$ cat src/rtl/sd_rsp_pkg.sv
// Shared constants, state encoding and the serial CRC7 step for the SD CMD-line response receiver.
package sd_rsp_pkg;

    localparam int RspShortBits    = 48;
    localparam int RspLongBits     = 136;
    localparam int PayloadBits     = 120;
    localparam int IdxFirstBit     = 2;
    localparam int PayloadFirstBit = 8;
    localparam logic [6:0] Crc7Poly = 7'h09;

    typedef logic [1:0] rsp_state_e;
    localparam rsp_state_e ST_IDLE       = 2'd0;
    localparam rsp_state_e ST_WAIT_START = 2'd1;
    localparam rsp_state_e ST_RECEIVE    = 2'd2;
    localparam rsp_state_e ST_BUSY       = 2'd3;

    function automatic logic [6:0] crc7_step(input logic [6:0] crc, input logic din);
        logic fb;
        fb = din ^ crc[6];
        return {crc[5:0], 1'b0} ^ (fb ? Crc7Poly : 7'h00);
    endfunction

endpackage

$ cat src/rtl/rsp_receiver_if.sv
// Host-side bundle of the response receiver; busy ports exist only with RSP_BUSY_DETECT_EN.
// Handshake: start_i is a one-cycle request taken only in IDLE; rsp_valid_o is a one-cycle completion pulse.
interface rsp_receiver_if;
    import sd_rsp_pkg::*;

    logic                   cmd_i;
    logic                   start_i;
    logic                   long_rsp_i;
    logic                   crc_check_en_i;
    logic                   idx_check_en_i;
    logic [5:0]             cmd_idx_i;
    logic                   abort_i;
    logic                   receiving_o;
    logic                   rsp_valid_o;
    logic [PayloadBits-1:0] rsp_o;
    logic [5:0]             rsp_idx_o;
    logic                   timeout_err_o;
    logic                   crc_err_o;
    logic                   end_bit_err_o;
    logic                   idx_err_o;
    rsp_state_e             state_o;
`ifdef RSP_BUSY_DETECT_EN
    logic                   busy_en_i;
    logic                   dat0_i;
    logic                   busy_o;
`endif

    modport master (
`ifdef RSP_BUSY_DETECT_EN
        output busy_en_i, dat0_i, input busy_o,
`endif
        output cmd_i, start_i, long_rsp_i, crc_check_en_i, idx_check_en_i, cmd_idx_i, abort_i,
        input  receiving_o, rsp_valid_o, rsp_o, rsp_idx_o, timeout_err_o, crc_err_o,
               end_bit_err_o, idx_err_o, state_o
    );

    modport slave (
`ifdef RSP_BUSY_DETECT_EN
        input busy_en_i, dat0_i, output busy_o,
`endif
        input  cmd_i, start_i, long_rsp_i, crc_check_en_i, idx_check_en_i, cmd_idx_i, abort_i,
        output receiving_o, rsp_valid_o, rsp_o, rsp_idx_o, timeout_err_o, crc_err_o,
               end_bit_err_o, idx_err_o, state_o
    );

endinterface

$ cat src/rtl/sd_crc7_gen.sv
// Serial CRC7 (x^7+x^3+1) generator: clear has priority, one bit folded in per enabled cycle.
module sd_crc7_gen
    import sd_rsp_pkg::*;
(
    input  logic       clk,
    input  logic       rst,
    input  logic       clr,
    input  logic       en,
    input  logic       din,
    output logic [6:0] crc
);

    always_ff @(posedge clk) begin
        if (rst || clr) begin
            crc <= 7'h00;
        end else if (en) begin
            crc <= crc7_step(crc, din);
        end
    end

endmodule

$ cat src/rtl/rsp_receiver.sv
// SD CMD-line response receiver (48-bit R1/R3/R6/R7, 136-bit R2) with CRC/index checks and Ncr timeout.
// Optional DAT0 busy wait after the end bit is compiled in with RSP_BUSY_DETECT_EN.
module rsp_receiver
    import sd_rsp_pkg::*;
#(
    parameter int TimeoutCycles = 64,
    parameter int WaitCntWidth  = $clog2(TimeoutCycles + 1)
) (
    input logic           sd_clk_i,
    input logic           rst_i,
    rsp_receiver_if.slave bus
);

    rsp_state_e             state;
    logic                   long_q, crc_chk_q, idx_chk_q;
    logic [5:0]             idx_exp_q;
    logic [WaitCntWidth-1:0] wait_cnt;
    logic [7:0]             bit_cnt, cur_bit, last_bit, payload_last, crc_first;
    logic [PayloadBits-1:0] shift_q, rsp_q;
    logic [5:0]             idx_sh, rsp_idx_q;
    logic                   trans_q;
    logic [6:0]             rx_crc, crc_rem;
    logic                   rsp_valid_q, timeout_q, crc_err_q, end_err_q, idx_err_q;
    logic                   crc_en, crc_clr;
`ifdef RSP_BUSY_DETECT_EN
    logic                   busy_en_q, busy_q;
    logic [1:0]             busy_cnt;
`endif

    // Frame bit positions counted from the start bit (bit 0, first on the wire).
    assign last_bit     = long_q ? 8'(RspLongBits - 1) : 8'(RspShortBits - 1);
    assign payload_last = last_bit - 8'd8;
    assign crc_first    = long_q ? 8'(PayloadFirstBit) : 8'd0;
    assign crc_clr      = (state == ST_IDLE) && bus.start_i && !bus.abort_i;

    always_comb begin
        cur_bit = (state == ST_RECEIVE) ? bit_cnt : 8'd0;
        crc_en  = 1'b0;
        if (!bus.abort_i && ((state == ST_WAIT_START && !bus.cmd_i) || state == ST_RECEIVE)) begin
            crc_en = (cur_bit >= crc_first) && (cur_bit <= payload_last);
        end
    end

    sd_crc7_gen u_crc (
        .clk (sd_clk_i),
        .rst (rst_i),
        .clr (crc_clr),
        .en  (crc_en),
        .din (bus.cmd_i),
        .crc (crc_rem)
    );

    always_ff @(posedge sd_clk_i) begin
        if (rst_i) begin
            state       <= ST_IDLE;
            long_q      <= 1'b0;
            crc_chk_q   <= 1'b0;
            idx_chk_q   <= 1'b0;
            idx_exp_q   <= 6'd0;
            wait_cnt    <= '0;
            bit_cnt     <= 8'd0;
            shift_q     <= '0;
            idx_sh      <= 6'd0;
            trans_q     <= 1'b0;
            rx_crc      <= 7'd0;
            rsp_q       <= '0;
            rsp_idx_q   <= 6'd0;
            rsp_valid_q <= 1'b0;
            timeout_q   <= 1'b0;
            crc_err_q   <= 1'b0;
            end_err_q   <= 1'b0;
            idx_err_q   <= 1'b0;
`ifdef RSP_BUSY_DETECT_EN
            busy_en_q   <= 1'b0;
            busy_q      <= 1'b0;
            busy_cnt    <= 2'd0;
`endif
        end else begin
            rsp_valid_q <= 1'b0;
            if (bus.abort_i) begin
                state <= ST_IDLE;
`ifdef RSP_BUSY_DETECT_EN
                busy_q <= 1'b0;
`endif
            end else begin
                case (state)
                    ST_IDLE: begin
                        if (bus.start_i) begin
                            long_q    <= bus.long_rsp_i;
                            crc_chk_q <= bus.crc_check_en_i;
                            idx_chk_q <= bus.idx_check_en_i;
                            idx_exp_q <= bus.cmd_idx_i;
                            wait_cnt  <= '0;
                            bit_cnt   <= 8'd0;
                            shift_q   <= '0;
                            idx_sh    <= 6'd0;
                            trans_q   <= 1'b0;
                            rx_crc    <= 7'd0;
                            rsp_q     <= '0;
                            rsp_idx_q <= 6'd0;
                            timeout_q <= 1'b0;
                            crc_err_q <= 1'b0;
                            end_err_q <= 1'b0;
                            idx_err_q <= 1'b0;
`ifdef RSP_BUSY_DETECT_EN
                            busy_en_q <= bus.busy_en_i;
`endif
                            state     <= ST_WAIT_START;
                        end
                    end
                    ST_WAIT_START: begin
                        if (!bus.cmd_i) begin
                            bit_cnt <= 8'd1;
                            state   <= ST_RECEIVE;
                        end else if (wait_cnt == WaitCntWidth'(TimeoutCycles - 1)) begin
                            timeout_q   <= 1'b1;
                            rsp_valid_q <= 1'b1;
                            state       <= ST_IDLE;
                        end else begin
                            wait_cnt <= wait_cnt + WaitCntWidth'(1);
                        end
                    end
                    ST_RECEIVE: begin
                        if (bit_cnt == 8'd1) trans_q <= bus.cmd_i;
                        if (bit_cnt >= 8'(IdxFirstBit) && bit_cnt < 8'(PayloadFirstBit))
                            idx_sh <= {idx_sh[4:0], bus.cmd_i};
                        if (bit_cnt >= 8'(PayloadFirstBit) && bit_cnt <= payload_last)
                            shift_q <= {shift_q[PayloadBits-2:0], bus.cmd_i};
                        if (bit_cnt > payload_last && bit_cnt < last_bit)
                            rx_crc <= {rx_crc[5:0], bus.cmd_i};
                        if (bit_cnt == last_bit) begin
                            rsp_valid_q <= 1'b1;
                            rsp_q       <= shift_q;
                            rsp_idx_q   <= idx_sh;
                            crc_err_q   <= crc_chk_q && (crc_rem != rx_crc);
                            end_err_q   <= !bus.cmd_i;
                            idx_err_q   <= idx_chk_q &&
                                           (trans_q || (idx_sh != (long_q ? 6'h3F : idx_exp_q)));
                            state       <= ST_IDLE;
`ifdef RSP_BUSY_DETECT_EN
                            if (busy_en_q) begin
                                state    <= ST_BUSY;
                                busy_q   <= 1'b1;
                                busy_cnt <= 2'd0;
                            end
`endif
                        end else begin
                            bit_cnt <= bit_cnt + 8'd1;
                        end
                    end
`ifdef RSP_BUSY_DETECT_EN
                    // The card may not drive DAT0 low immediately, so its first two samples are ignored.
                    ST_BUSY: begin
                        if (busy_cnt != 2'd2) begin
                            busy_cnt <= busy_cnt + 2'd1;
                        end else if (bus.dat0_i) begin
                            busy_q <= 1'b0;
                            state  <= ST_IDLE;
                        end
                    end
`endif
                    default: state <= ST_IDLE;
                endcase
            end
        end
    end

    assign bus.receiving_o   = (state == ST_RECEIVE);
    assign bus.rsp_valid_o   = rsp_valid_q;
    assign bus.rsp_o         = rsp_q;
    assign bus.rsp_idx_o     = rsp_idx_q;
    assign bus.timeout_err_o = timeout_q;
    assign bus.crc_err_o     = crc_err_q;
    assign bus.end_bit_err_o = end_err_q;
    assign bus.idx_err_o     = idx_err_q;
    assign bus.state_o       = state;
`ifdef RSP_BUSY_DETECT_EN
    assign bus.busy_o        = busy_q;
`endif

endmodule

$ cat src/flat_wrapper.sv
// flat-port wrapper written by rule: the top's interface ports become plain ports
module rsp_receiver_flat import sd_rsp_pkg::*;
#(
    parameter int TimeoutCycles = 64,
    parameter int WaitCntWidth  = $clog2(TimeoutCycles + 1)
)
  (sd_clk_i, rst_i, bus_cmd_i, bus_start_i, bus_long_rsp_i, bus_crc_check_en_i, bus_idx_check_en_i, bus_cmd_idx_i, bus_abort_i, bus_receiving_o, bus_rsp_valid_o, bus_rsp_o, bus_rsp_idx_o, bus_timeout_err_o, bus_crc_err_o, bus_end_bit_err_o, bus_idx_err_o, bus_state_o);
  rsp_receiver_if bus_i ();
  input logic sd_clk_i;
  input logic rst_i;
  input wire logic [$bits(bus_i.cmd_i)-1:0] bus_cmd_i;
  input wire logic [$bits(bus_i.start_i)-1:0] bus_start_i;
  input wire logic [$bits(bus_i.long_rsp_i)-1:0] bus_long_rsp_i;
  input wire logic [$bits(bus_i.crc_check_en_i)-1:0] bus_crc_check_en_i;
  input wire logic [$bits(bus_i.idx_check_en_i)-1:0] bus_idx_check_en_i;
  input wire logic [$bits(bus_i.cmd_idx_i)-1:0] bus_cmd_idx_i;
  input wire logic [$bits(bus_i.abort_i)-1:0] bus_abort_i;
  output wire logic [$bits(bus_i.receiving_o)-1:0] bus_receiving_o;
  output wire logic [$bits(bus_i.rsp_valid_o)-1:0] bus_rsp_valid_o;
  output wire logic [$bits(bus_i.rsp_o)-1:0] bus_rsp_o;
  output wire logic [$bits(bus_i.rsp_idx_o)-1:0] bus_rsp_idx_o;
  output wire logic [$bits(bus_i.timeout_err_o)-1:0] bus_timeout_err_o;
  output wire logic [$bits(bus_i.crc_err_o)-1:0] bus_crc_err_o;
  output wire logic [$bits(bus_i.end_bit_err_o)-1:0] bus_end_bit_err_o;
  output wire logic [$bits(bus_i.idx_err_o)-1:0] bus_idx_err_o;
  output wire logic [$bits(bus_i.state_o)-1:0] bus_state_o;
  assign bus_i.cmd_i = bus_cmd_i;
  assign bus_i.start_i = bus_start_i;
  assign bus_i.long_rsp_i = bus_long_rsp_i;
  assign bus_i.crc_check_en_i = bus_crc_check_en_i;
  assign bus_i.idx_check_en_i = bus_idx_check_en_i;
  assign bus_i.cmd_idx_i = bus_cmd_idx_i;
  assign bus_i.abort_i = bus_abort_i;
  assign bus_receiving_o = bus_i.receiving_o;
  assign bus_rsp_valid_o = bus_i.rsp_valid_o;
  assign bus_rsp_o = bus_i.rsp_o;
  assign bus_rsp_idx_o = bus_i.rsp_idx_o;
  assign bus_timeout_err_o = bus_i.timeout_err_o;
  assign bus_crc_err_o = bus_i.crc_err_o;
  assign bus_end_bit_err_o = bus_i.end_bit_err_o;
  assign bus_idx_err_o = bus_i.idx_err_o;
  assign bus_state_o = bus_i.state_o;
  rsp_receiver #(.TimeoutCycles(TimeoutCycles), .WaitCntWidth(WaitCntWidth)) u_core (.sd_clk_i(sd_clk_i), .rst_i(rst_i), .bus(bus_i));
endmodule
$ cat config.mk
export PLATFORM = sky130hd
export DESIGN_NAME = rsp_receiver_flat
export DESIGN_NICKNAME = d
export VERILOG_FILES = /design/src/rtl/sd_rsp_pkg.sv /design/src/rtl/rsp_receiver_if.sv /design/src/rtl/sd_crc7_gen.sv /design/src/rtl/rsp_receiver.sv /design/src/flat_wrapper.sv
export SDC_FILE = /design/constraint.sdc
export NUM_CORES = 1
export LEC_CHECK = 0
export BUFFER_PORTS_ARGS = -buffer_cell sky130_fd_sc_hd__buf_2
export CORE_ASPECT_RATIO = 0.9
export CORE_MARGIN = 3
export CORE_UTILIZATION = 51
export DETAILED_ROUTE_END_ITERATION = 10
export GPL_TIMING_DRIVEN = 0
export PLACE_DENSITY = 0.77
export REMOVE_ABC_BUFFERS = 1
export SLEW_MARGIN = 30
export SYNTH_ARGS = -nofsm -noshare
export SYNTH_HDL_FRONTEND = slang
export SYNTH_SLANG_ARGS = --single-unit
$ cat constraint.sdc
create_clock -name sd_clk_i -period 6.9 [get_ports sd_clk_i]
set_input_delay 0.345 -clock sd_clk_i [delete_from_list [all_inputs] [get_ports sd_clk_i]]
set_output_delay 0.345 -clock sd_clk_i [all_outputs]
set_load 0.02 [all_outputs]
==> impl_metrics.yaml, run 1 <==
critical_path:
  cp-start-kind: "register"
  cp_slowest_cell: "dfxtp_1"
  path_cells: "inv_1 -> ha_1 -> a21o_1 -> a31oi_1 -> o2111ai_4 -> buf_8 -> buf_8 -> buf_8 -> buf_8 -> buf_8 -> buf_8 -> nand3_1 -> o21ai_0"
  cp.arrival_ps: 3920
  critical_path.top_delay_family: "buffers and inverters"
  path_buf_inv: 7
  critPathCaptureType: "register"
  crit_type: "reg2reg"
  slowest_delay_ps: 640
  crit_required_ps: 7320
  worstPathMaxFanout: 27
  cp_common_cell: "buf_8"
routing:
  drt_iter0_drc: 756
  wl_mm: 28.0
  wl_per_cell_um: 15.5
  postRouteAntennaNets: 0
  wl_met3_mm: 1.73
  viasPerCell: 5.55
  first_pass_iters: 5
  drc: 0
  met2_length_mm: 13.0
  met1_length_mm: 12.6
  vias: 10000
  routed.top_layer: "met4"
finish:
  fillCellCount: 1911
  drive_gt1_share_pct: 15.5
  finalNetCount: 1524
  stdcell_count: 1804
  syn2layout_area_growth_pct: 19.5
  final_common_cell: "dfxtp_1"
  utilization_pct: 63.2
  antenna_cells: 0
  layout_common_cells: "298 x dfxtp_1, 255 x nand2_1, 229 x nand3_1"
sta:
  hold_viol_final: 0
  fin_setup_tns_ps: 0
  rsz0062_at_grt: "no"
  worst_slack_ps: 3400
  fin_crit_sh_pct: 50.7
  period_needed_ps: 3500
  setup_viol: 0
  finalClockSkew_ps: 10.1
  maxSlewViolCount: 0
  tightestPinTransition_ps: 881
  relSlewSlack_pct: 40.8
  fmax_mhz: 286
logic_synthesis:
  synth-seq-area-share_pct: 51.1
  synth_flop_cell: "dfxtp_1"
  synth_top_family_by_area: "simple AND/OR/NAND/NOR gates"
  synth_cell_type_count: 50
  syn_area_um2: 11700
  synthSimpleGateAreaFrac_pct: 23.5
  synth_seq_cells: 298
  synth_xor_area_share_pct: 1.50
  async_reset_ff_share_pct: 0
  avgSynthCellArea_um2: 8.31
  synthAdderAreaFrac_pct: 1.82
  synthMuxAreaShare_pct: 2.49
  syn_inst: 1405
  yosys_warnings: 0
  synth-edff-count: 0
  synth-compound-area-share_pct: 14.3
die:
  coreArea_um2: 22100
  die_area_um2: 24700
  initial_core_util_pct: 52.9
  die_y_um: 150
  fp.dieW_um: 165
  num_rows: 51
  ios: 148
clock_tree:
  cts_setup_buffers: 0
  cts_tree: "done"
  clk_pin_slew_ps: 60
  numCtsBuffers: 30
  cts_root_buffer: "clkbuf_16"
  clock-sinks: 298
  clk_latency_ps: 550
  cts-resized-gates: 0
  clockBufferDepth: 3
  postCtsHoldBufs: 0
  htreeDepth: 1
grt:
  grt_first_pass_wirelength_mm: 46.1
  grt_usage_pct: 22.1
  antenna_found_initial: 0
  overflow: 0
  grt_pass1_vias: 9334
  grt_max_degree: 87
place:
  pre_cts_ws_ps: 3450
  place_inst: 1752
  globalplace.congestion: 0.852
  hpwl_mm: 17.9
  io_buffer_count: 147
outcome:
  status: "complete, no violations"
run:
  drv_cap: 0
power_and_ir_drop:
  p_leak_nw: 5.22
  ir_drop_mv: 0.174
  p_per_area_nw_per_um2: 256
worst_hold_path:
  hp-class: "in2reg"
[power breakdown]
| group | switching (mW) | internal [mW] | total [mW] |
|---|---|---|---|
| clock network | 0.656 | 1.04 | 1.69 |
| registers | 0.00381 | 1.72 | 1.73 |
| logic | 0.107 | 0.0476 | 0.154 |
| total | 0.766 | 2.81 | 3.57 |
[path summary, 6_finish.rpt]
path	from	to	slack [ps]	cells after the start
setup / recovery	u_core.long_q	u_core.shift_q[56]	3400	13
hold reg to reg	u_core.bus.rsp_o[57]	u_core.bus.rsp_o[57]	450	2
setup reg to reg	u_core.long_q	u_core.shift_q[56]	3400	13
hold / removal	bus_cmd_idx_i[4]	u_core.idx_exp_q[4]	30	3
[logic make-up after synthesis]
group / Yosys count
buffers and inverters: 133
DFF: 298
adders and majority gates: 17
xor gates and xnor gates: 20
AOI/OAI and AO/OA: 302
muxes: 29
and+or+nand+nor: 606
[cell usage after synthesis (3+ instances only)]
library cell	count	area, µm²
o21ai_0	129	646
nor2_1	62	233
a211oi_1	5	37.5
inv_1	11	41.3
a21o_1	7	52.6
nand2_1	255	957
buf_6	11	124
a31oi_1	3	18.8
nand3b_1	5	37.5
clkbuf_1	70	263
buf_1	12	45.0
and3_1	3	18.8
xor2_1	12	105
mux2i_1	29	290
dfxtp_1	298	5970
a22oi_1	26	195
buf_2	28	140
and2_1	4	25.0
nand4_1	7	43.8
a21oi_1	116	581
nand2b_1	14	87.6
nor3_1	6	30.0
ha_1	17	213
xnor2_1	8	70.1
nor2b_1	6	37.5
nand3_1	229	1150
[state kept, by name, indices dropped and copies added, names as in the netlist, 2 cells and up]
signal / count
u_core.bit_cnt: 8
u_core.bus.rsp_idx_o: 6
u_core.bus.rsp_o: 120
u_core.bus.state_o: 2
u_core.idx_exp_q: 6
u_core.idx_sh: 6
u_core.rx_crc: 7
u_core.shift_q: 120
u_core.u_crc.crc: 7
u_core.wait_cnt: 7
[layer usage]
metal / vias up / global-route usage, %
met5: - / 0
met1: 4719 / 29.7
met3: 48 / 4.57
met2: 250 / 36.4
met4: 0 / 5.95
li1: 4997 / -
[area by class of cell]
class                           count  area, µm²  area share (%)
Sequential cell                   298       5970            42.8
Multi-Input combinational cell    974       5150            36.9
Timing Repair Buffer              177       1390            9.94
Inverter                           12       45.0           0.323
Clock buffer                       41        842            6.04
Tap cell                          291        364            2.61
Clock inverter                     11        194            1.39
[stage by stage]
| stage | instance area (µm²) | power (mW) | hold slack [ps] |
|---|---|---|---|
| floorplan | 11100 | 1.83 | 414 |
| global placement | 12200 | 1.88 | 436 |
| detailed placement | 12900 | 1.92 | 440 |
| CTS | 14000 | 3.61 | 16.5 |
| global route | 14000 | 3.69 | 27.3 |
| finish | 14000 | 3.57 | 34.5 |
[worst min-delay path: stages]
cell	delay [ps]
buf_2	80
mux2i_1	50
nor2_1	70
No activity file was read; power rests on OpenSTA's default activity.
==> inputs of run 2 (changes only) <==
==> constraint.sdc (replaced) <==
create_clock -name sd_clk_i -period 3.3 [get_ports sd_clk_i]
set_input_delay 0.165 -clock sd_clk_i [delete_from_list [all_inputs] [get_ports sd_clk_i]]
set_output_delay 0.165 -clock sd_clk_i [all_outputs]
set_load 0.02 [all_outputs]
==> run 2 against run 1 <==
Net effect: sequential share of layout area decreased by 0.33 points; final cell count increased by 0.61%; critical endpoint is now u_core.bus.rsp_o[45]; sequential power increased by 110%; highest routed layer unchanged; via count increased by 0.50%; count of clock-buffer cells in the layout unchanged; power increased by 110%; flip-flop and latch count unchanged; utilization increased by 0.51 points; largest cell class unchanged; register-to-register slack got worse by 3200 ps; critical path depth decreased by 4.
==> impl_metrics.yaml, run 2 (synthesis gave the netlist of run 1 again) <==
place:
  hpwl_mm: 17.9
  place_inst: 1752
  globalplace.congestion: 0.852
  io_buffer_count: 147
  placed_cell_area_um2: 12900
power_and_ir_drop:
  p_int_mw: 5.88
  switchingPower_mw: 1.61
  p_clk_share_pct: 47.2
  power.share.switching_pct: 21.5
  finalPower_mw: 7.48
  p_per_area_nw_per_um2: 532
  power_frac_seq_pct: 48.3
  p_leak_nw: 5.27
  ir_drop_mv: 0.363
  p_comb_share_pct: 4.5
clock_tree:
  cts_tree: "done"
  cts_root_buffer: "clkbuf_16"
  htreeDepth: 1
  clk_pin_slew_ps: 60
  clockBufferDepth: 3
  numCtsBuffers: 30
  clock-sinks: 298
  clk_latency_ps: 550
grt:
  grt_usage_pct: 22.3
  grt_max_degree: 87
  antenna_found_initial: 0
  overflow: 0
  grt_pass1_vias: 9340
  grt_first_pass_wirelength_mm: 46.5
finish:
  drive_gt1_share_pct: 15.6
  design_area_um2: 14100
  final-seq-area_um2: 5970
  antenna_cells: 0
  finalNetCount: 1535
  layout_common_cells: "297 x dfxtp_1, 255 x nand2_1, 229 x nand3_1"
  syn2layout_area_growth_pct: 20.5
  stdcell_count: 1815
  multi_input_area_um2: 5160
  fillCellCount: 1895
  final_common_cell: "dfxtp_1"
  utilization_pct: 63.7
critical_path:
  crit_type: "reg2reg"
  crit_required_ps: 3770
  worstPathMaxFanout: 23
  cp-start-kind: "register"
  cp.arrival_ps: 3510
  critPathCaptureType: "register"
die:
  die_area_um2: 24700
  initial_core_util_pct: 52.9
  ios: 148
  num_rows: 51
  die_y_um: 150
  fp.dieW_um: 165
  coreArea_um2: 22100
routing:
  drt_iter0_drc: 823
  vias: 10100
  wl_per_cell_um: 15.6
  viasPerCell: 5.54
  drc: 0
  first_pass_iters: 5
  postRouteAntennaNets: 0
  wl_mm: 28.3
worst_hold_path:
  hp-class: "in2reg"
sta:
  fin_setup_tns_ps: 0
  tightestPinTransition_ps: 896
  period_needed_ps: 3050
  setup_viol: 0
  rsz0062_at_grt: "no"
  fin_crit_sh_pct: 92.3
  fmax_mhz: 328
  relSlewSlack_pct: 39.8
  maxSlewViolCount: 0
  finalClockSkew_ps: 10.2
  hold_viol_final: 0
outcome:
  status: "complete, no violations"
run:
  drv_cap: 0
run 2: what timing repair did:
item                                   in CTS  in global routing
setup buffers                               0                  1
resized for setup                           1                  1
setup endpoints to repair                  78                 68
endpoints found under the hold margin      10                  0
pin swaps                                   0                  1
hold buffers                               10                  0
run 2: per-stage QoR:
| step | hold WS (ps) | worst slack (ps) |
|---|---|---|
| CTS | 32.2 | 51.4 |
| global route | 46.7 | 143 |
| floorplan | 234 | -6340 |
| global placement | 398 | -10050 |
| finish | 40.2 | 253 |
| detailed placement | 409 | -155 |
run 2: layout make-up:
class,instances,area share (%)
Sequential cell,298,42.4
Multi-Input combinational cell,974,36.7
Timing Repair Buffer,188,10.6
Clock buffer,41,5.99
Tap cell,291,2.59
Clock inverter,11,1.38
Inverter,12,0.320
run 2: routing by layer:
metal,vias up,global-route usage (%),part of all wire [%]
met3,52,4.48,6.1
met5,-,0,0
met1,4747,30.3,45
met4,0,5.95,2.5
met2,251,36.4,47
li1,5014,-,-
run 2: path summary, 6_finish.rpt:
path              cells after the start                   end            startpoint  slack, ps
setup / recovery                      9  u_core.bus.rsp_o[45]         u_core.long_q        250
hold / removal                        2  u_core.bus.rsp_o[80]                 rst_i         40
setup reg to reg                      9  u_core.bus.rsp_o[45]         u_core.long_q        250
hold reg to reg                       2  u_core.bus.rsp_o[57]  u_core.bus.rsp_o[57]        450
run 2: critical path: stages, from the launching register on:
cell and delay, ps:
dfxtp_2 490, inv_1 190, ha_1 330, nand4bb_1 190, or4_4 590, a21oi_4 420
buf_8 250, buf_16 190, nand3_1 120, a21oi_1 180
run 2: power groups by stage:
| stage | Clock [mW] | Combinational, mW | Sequential (mW) |
|---|---|---|---|
| final | 3.54 | 0.334 | 3.61 |
| after global routing | 3.75 | 0.358 | 3.61 |
| after CTS | 3.61 | 0.331 | 3.61 |
| after detailed placement | 0 | 0.320 | 3.69 |
| after global placement | 0 | 0.249 | 3.69 |
| after floorplan | 0 | 0.144 | 3.69 |
==> inputs of run 3 (changes only) <==
--- a/config.mk
+++ b/config.mk
@@ -11,7 +11,7 @@
 export CORE_UTILIZATION = 51
 export DETAILED_ROUTE_END_ITERATION = 10
 export GPL_TIMING_DRIVEN = 0
-export PLACE_DENSITY = 0.77
+export PLACE_DENSITY_LB_ADDON = 0.2
 export REMOVE_ABC_BUFFERS = 1
 export SLEW_MARGIN = 30
 export SYNTH_ARGS = -nofsm -noshare
==> run 3 against run 2 <==
Net effect: sequential share of layout area grew 0.27 points; utilization decreased by 0.40 points; largest cell class unchanged; clock power is 10% lower; highest routed layer unchanged.
==> impl_metrics.yaml, run 3 (synthesis gave the netlist of run 1 again) <==
clock_tree:
  clk_pin_slew_ps: 60
  cts_tree: "done"
  clockBufferDepth: 3
  cts_root_buffer: "clkbuf_16"
  htreeDepth: 1
  clock-sinks: 298
  numCtsBuffers: 29
  clk_latency_ps: 540
finish:
  finalNetCount: 1533
  layout_common_cells: "297 x dfxtp_1, 255 x nand2_1, 229 x nand3_1"
  final_common_cell: "dfxtp_1"
  syn2layout_area_growth_pct: 19.7
  antenna_cells: 0
  drive_gt1_share_pct: 15.5
  fillCellCount: 1966
grt:
  grt_first_pass_wirelength_mm: 45.1
  overflow: 0
  grt_pass1_vias: 9216
  grt_max_degree: 85
  grt_usage_pct: 21.6
  antenna_found_initial: 0
routing:
  drt_iter0_drc: 709
  wl_mm: 27.3
  drc: 0
  first_pass_iters: 5
  vias: 10000
  viasPerCell: 5.55
  postRouteAntennaNets: 0
  wl_per_cell_um: 15.1
power_and_ir_drop:
  p_per_area_nw_per_um2: 510
  p_leak_nw: 5.24
  ir_drop_mv: 0.319
  finalPower_mw: 7.12
place:
  io_buffer_count: 147
  globalplace.congestion: 0.843
  hpwl_mm: 17.3
die:
  fp.dieW_um: 165
  coreArea_um2: 22100
  ios: 148
  die_area_um2: 24700
  num_rows: 51
  die_y_um: 150
  initial_core_util_pct: 52.9
critical_path:
  cp_slowest_cell: "or4_4"
  path_buf_inv: 3
  reg2reg_slack_ps: 250
  r2r-end: "u_core.bus.rsp_o[75]"
  cp-start-kind: "register"
  crit_required_ps: 3710
  path_cells: "ha_4 -> inv_2 -> or4_4 -> a21o_4 -> buf_16 -> buf_12 -> nand2_1 -> a21oi_1"
  r2r-start: "u_core.bus.state_o[1]"
  worstPathMaxFanout: 52
  slowest_delay_ps: 690
  worstRegToRegCells: 8
  critPathCaptureType: "register"
  cp.arrival_ps: 3460
  critical_path.top_delay_family: "simple AND/OR/NAND/NOR gates"
  crit_type: "reg2reg"
sta:
  tightestPinTransition_ps: 877
  maxSlewViolCount: 0
  setup_viol: 0
  rsz0062_at_grt: "no"
  finalClockSkew_ps: 11.8
  hold_viol_final: 0
  relSlewSlack_pct: 41.1
  period_needed_ps: 3050
  fin_crit_sh_pct: 92.3
  fin_setup_tns_ps: 0
  fmax_mhz: 328
worst_hold_path:
  hp-class: "in2reg"
  whs_path_depth: 2
  min-delay-start: "rst_i"
  whs_endpoint: "u_core.bus.rsp_o[62]"
outcome:
  status: "complete, no violations"
run:
  drv_cap: 0
==> run 3: cell count changes in the layout (fill, tap and decap cells not counted), moves of 2 or more <==
cell       delta
buf_16        +5
clkbuf_8      +2
bufinv_16     -4
clkbuf_1      -2
buf_8         -7
==> run 3: metal layers <==
layer	GRT usage (%)	part of all wire, %	up-vias
met2	34.8	45	238
met4	5.41	1.7	0
met1	29.8	47	4749
met5	0	0	-
li1	-	-	5019
met3	4.15	6.0	36
==> run 3: through the flow <==
step | std cells | area [µm²] | hold WS, ps | utilization [%] | worst slack [ps]
finish | 1810 | 14000 | 40.4 | 63.3 | 253
global route | 1810 | 14000 | 62.0 | 63.3 | 114
CTS | 1810 | 14000 | 31.9 | 63.3 | 130
detailed placement | 1750 | 12900 | 403 | 58.6 | -200
global placement | 1722 | 12200 | 395 | 55.3 | -9960
floorplan | 1284 | 11100 | 234 | - | -6340
==> run 3: worst register-to-register path, cell delays in order (launching register included) <==
cell,delay [ps]
dfxtp_1,480
ha_4,510
inv_2,150
or4_4,690
a21o_4,400
buf_16,240
buf_12,260
nand2_1,120
a21oi_1,60
==> run 3: power breakdown <==
part | switching [mW] | total, mW | internal [mW]
Combinational | 0.225 | 0.341 | 0.116
Sequential | 0.00772 | 3.61 | 3.60
Clock | 1.34 | 3.17 | 1.83
==> run 3: worst max-delay path by stage <==
stage / start / to / cells after the start
finish: u_core.bus.state_o[1] / u_core.bus.rsp_o[75] / 8
floorplan: u_core.long_q / u_core.shift_q[0] / 6
global route: u_core.bus.state_o[1] / u_core.bus.rsp_o[85] / 8
detailed placement: u_core.long_q / u_core.bus.rsp_o[89] / 10
global placement: u_core.long_q / u_core.shift_q[59] / 6
CTS: u_core.long_q / u_core.bus.rsp_o[75] / 9
==> run 3: cell type report <==
class / count / area (µm²) / area share (%)
flip-flops and latches: 298 / 5970 / 42.7
multi-input cells: 974 / 5160 / 36.9
repair buffers: 187 / 1530 / 11.0
clock buffers: 40 / 837 / 5.99
well taps: 291 / 364 / 2.61
clock inverters: 8 / 71.3 / 0.510
inverters: 12 / 45.0 / 0.322
==> run 3: timing repair <==
item                       in CTS  in global routing
hold endpoints to repair       10                  0
buffers inserted                2                  0
gates resized for setup         1                  1
pin swaps                       1                  0
hold buffers                   10                  0
setup endpoints to repair      70                 74
